### src/rtl/stream_mux_n_1.sv
// stream_mux_n_1: N-channel valid/ready stream mux with fixed-select or round-robin grant and one registered output stage
module stream_mux_n_1 #(
  parameter int N_CH  = 4,
  parameter int WIDTH = 8,
  parameter int SEL_W = 2
) (
  input  logic                  clk,
  input  logic                  rst,
  input  logic                  mode,
  input  logic [SEL_W-1:0]      sel,
  input  logic [N_CH*WIDTH-1:0] in_data,
  input  logic [N_CH-1:0]       in_valid,
  output logic [N_CH-1:0]       in_ready,
  output logic [WIDTH-1:0]      out_data,
  output logic                  out_valid,
  input  logic                  out_ready,
  output logic [SEL_W-1:0]      out_ch
);
  localparam logic [SEL_W:0] N_W = (SEL_W+1)'(N_CH);
  logic [SEL_W-1:0] last_grant, grant, idx;
  logic [SEL_W:0] sum;
  logic grant_valid, load_en;
  assign load_en = !out_valid || out_ready;
  always_comb begin
    grant = '0;
    grant_valid = 1'b0;
    sum = '0;
    idx = '0;
    if (mode) begin
      for (int k = N_CH; k >= 1; k--) begin
        sum = {1'b0, last_grant} + (SEL_W+1)'(k);
        idx = SEL_W'(sum >= N_W ? sum - N_W : sum);
        if (in_valid[idx]) begin
          grant = idx;
          grant_valid = 1'b1;
        end
      end
    end else begin
      grant = sel;
      grant_valid = ({1'b0, sel} < N_W) && in_valid[sel];
    end
  end
  assign in_ready = (load_en && grant_valid && !rst) ? N_CH'(1) << grant : '0;
  always_ff @(posedge clk) begin
    if (rst) begin
      out_valid  <= 1'b0;
      out_data   <= '0;
      out_ch     <= '0;
      last_grant <= SEL_W'(N_CH - 1);
    end else if (load_en) begin
      out_valid <= grant_valid;
      if (grant_valid) begin
        out_data   <= in_data[grant*WIDTH +: WIDTH];
        out_ch     <= grant;
        last_grant <= grant;
      end
    end
  end
endmodule

### config.mk
export PLATFORM = sky130hd
export DESIGN_NAME = stream_mux_n_1
export DESIGN_NICKNAME = d
export VERILOG_FILES = /design/src/rtl/stream_mux_n_1.sv
export SDC_FILE = /design/constraint.sdc
export NUM_CORES = 1
export LEC_CHECK = 0
export BUFFER_PORTS_ARGS = -buffer_cell sky130_fd_sc_hd__clkbuf_2
export CAP_MARGIN = 20
export CORE_MARGIN = 3
export CORE_UTILIZATION = 42
export CTS_CLUSTER_DIAMETER = 120
export DETAILED_ROUTE_END_ITERATION = 8
export GPL_ROUTABILITY_DRIVEN = 0
export HOLD_SLACK_MARGIN = 0.12
export PLACE_DENSITY = 0.81
export SLEW_MARGIN = 10
export SYNTH_ARGS = -nofsm -noshare
export SYNTH_HDL_FRONTEND = slang
export SYNTH_SLANG_ARGS = --single-unit
### constraint.sdc
create_clock -name clk -period 2.2 [get_ports clk]
set_input_delay 0.44 -clock clk [delete_from_list [all_inputs] [get_ports clk]]
set_output_delay 0.44 -clock clk [all_outputs]
set_load 0.05 [all_outputs]
==> impl_results.md <==
* Status: complete, but fails checks
* Violated checks: setup timing
* GRT met2 Usage at 42.1%
* Crit path max-delay family: simple AND/OR/NAND/NOR gates
* R2R depth at 6
* Syn Area/Cell at 11.3 µm²
* Initial antenna violation count at 0
* Final Power at 0.865 mW
* Final min period at 2.34 ns
* Sw Ratio at 37.9%
* Fmax at 427 MHz
* Synthesis Warnings at 0
* Sw Pwr at 0.328 mW
* Skew final at 0.00332 ns
* Syn Inst Count at 81
* #FFs+latches synth at 13
* Antenna viol nets, final at 0
* Worst Setup Start Kind: input pin
* Hold worst-path end: out_valid
* Core area at 2000 µm²
* RR Endpoint: out_data[7]
* Cell Int Power at 0.537 mW
* GRT Util Overall at 22.9%
* Skew-Pair Late Insertion Delay at 0.28 ns
* Rows at 16
* Cells along the critical path: buf_6, mux4_2, mux2i_2, or2b_4, or2_4, nor3b_4, buf_8
* Worst-path clk slew at 0.08 ns
* Post-synthesis instance area at 913 µm²
* Hold-critical path depth at 3
* Top post-synthesis cells by area: dfxtp_1 (28%), mux4_2 (15%), mux4_1 (8.6%)
* Relative slew margins at 80.9%
* Syn Nets at 123
* DP Wirelength at 2.29 mm
* Drt via density at 5.29
* Ratio of cells with drive above 1 in the final layout at 68.2%
* Max-cap violations at 0
* Post-Route WL at 3.04 mm
* Largest net degree at the start of global routing at 11
* Leakage power at 0.734 nW
* Global-route wire length before repair at 4.56 mm
* Ant. Diodes at 0
* Most common cell after layout, fill and taps aside: clkbuf_2
* Crit path depth at 7
* Drt first pass iters at 4
* WHS at 0.435 ns
* Root Driver: clkbuf_4
* Worst VDD drop at 0.351 mV
* Fill cell total of the finished layout at 145
* Worst Path Arrival at 1.90 ns
* Die Y at 52.6 µm
* Die extent in x at 52.6 µm
* PortBufs at 56
* Flop2flop setup slack at 0.05 ns
* PnR worst setup slack at -0.144 ns
* DRC viols at 0
* PwrDens at 580 nW/µm²
* CTS tree: built
* Die area at 2770 µm²
* RSZ-0062 raised after global routing: true
* Initial Utilization at 45.6%
* Area after DPL at 1330 µm²
* M3 GR Usage at 3.13%
* Post-route cell area at 1490 µm²
* Clock network power share at 17.3%
* Vias in the first global route at 978
* Worst-path maximum fanout at 3
* Detailed Route Iter0 Violations at 16
* Hold Startpoint: out_ready
* GRT met1 Usage at 24.3%
* Sequential power share at 32.8%
* Actual slew at the worst max-slew pin at 0.288 ns
* CP required at 1.76 ns
* Gr ovfl total at 0
* DR vias at 974
* Post-synth top area cell: dfxtp_1
* Distinct cell type count after synthesis at 32
* Hold buffer count at CTS at 0
* Final-report hold violation count at 0
* Most frequent cells in the layout: clkbuf_2 (49), buf_4 (20), dfxtp_1 (11), a22o_1 (8), and2b_2 (7)
* Crit. End Element: output port
* Inserted Clock Buffers at 3
* Setup Crit Path Kind: input pin to output port
* Worst min-delay path class: input pin to register
* Register area share after synthesis at 28.5%
* WL/cell at 16.5 µm
* Slowest stage delay, CP at 0.33 ns
* Fin crit share at 107%
* Clock sink count at 13
* Final Max Slew Viols at 0
* Worst r2r src: last_grant[1]
* GRT busiest layer: met2
* Layout Area Growth over Synthesis at 63.2%
* Clk buf depth at 2
* IO Pins at 57
* Yosys top cell area share at 28.5%
* H-tree levels at 1
* Logic pwr share at 49.9%
* CP bufs+invs at 2
* Final setup viols at 4
* Layout Nets at 200
* Slowest cell on crit path: mux4_2
==> kinds of logic (layout without fill, tap and decap cells) <==
| group | after synthesis | in the layout | synth area share [%] |
|---|---|---|---|
| AOI/OAI and AO/OA | 21 | 21 | 18.5 |
| and+or+nand+nor | 30 | 30 | 22.2 |
| muxes | 10 | 10 | 24.5 |
| DFF | 13 | 13 | 28.5 |
| buffers and inverters | 7 | 83 | 6.30 |
==> cell usage after synthesis <==
library cell  instances
a22o_1                8
mux4_1                3
o221ai_1              1
a21boi_0              1
or2_2                 2
or4_1                 1
a32oi_1               1
o221a_4               1
nor2b_1               4
nand2b_1              2
o32ai_1               1
o211ai_1              1
and2b_1               1
or2b_1                1
nor3_1                2
nor3b_1               2
mux4_2                6
clkbuf_8              2
nand2_1               4
nor2_1                1
nor2_2                1
o21bai_1              1
or2b_4                1
buf_4                 1
dfxtp_1              13
and2b_2               7
a21oi_1               4
inv_1                 3
mux2i_1               1
buf_6                 1
and3_2                1
o21ai_0               2
==> tightest hold or removal path: cells and delay by family <==
family	cells	cell delay (ns)
compound gates	1	0.06
simple gates	1	0.10
buf+inv	1	0.07
==> repair_timing <==
action / in CTS / in global routing
buffers inserted: 5 / 1
setup endpoints to repair: 4 / 5
pin swaps: 4 / 3
gates cloned: 0 / 0
gates resized for setup: 12 / 13
==> worst max-delay path by stage <==
stage	start	end	slack, ns
floorplan	sel[0]	in_ready[0]	-0.11
global route	sel[0]	in_ready[0]	-0.18
CTS	sel[0]	in_ready[0]	-0.13
finish	sel[0]	in_ready[0]	-0.14
detailed placement	sel[0]	in_ready[0]	-0.24
global placement	sel[0]	in_ready[0]	-0.19
==> stage by stage <==
step	utilization, %	std cells	setup TNS (ns)	worst slack [ns]
floorplan	-	81	-0.229	-0.113
global placement	66.4	174	-1.02	-0.186
detailed placement	66.4	174	-1.79	-0.240
CTS	72.6	183	-0.282	-0.130
global route	74.4	184	-0.473	-0.177
finish	74.4	184	-0.314	-0.144
==> cell type report <==
| class | count | area (µm²) | area share, % |
|---|---|---|---|
| flip-flops and latches | 13 | 263 | 17.6 |
| inverters | 3 | 11.3 | 0.756 |
| clock buffers | 4 | 26.3 | 1.76 |
| well taps | 27 | 33.8 | 2.27 |
| multi-input cells | 61 | 654 | 43.9 |
| repair buffers | 76 | 502 | 33.7 |
==> routing by layer <==
layer	vias up	share of wire [%]
met5	-	0
met4	0	3.3
met3	9	5.8
met2	41	56
met1	457	35
li1	467	-
==> flip-flops by register name (all words and copies together), names as in the netlist <==
register / cells
last_grant: 2
out_ch: 2
out_data: 8
out_valid: 1
==> power by group through the flow <==
| stage | logic, mW | clock network, mW | registers (mW) |
|---|---|---|---|
| after detailed placement | 0.389 | 0 | 0.288 |
| after global placement | 0.375 | 0 | 0.285 |
| after CTS | 0.417 | 0.155 | 0.283 |
| final | 0.432 | 0.149 | 0.284 |
| after global routing | 0.458 | 0.167 | 0.287 |
| after floorplan | 0.188 | 0 | 0.369 |
No activity file was read; power rests on OpenSTA's default activity.
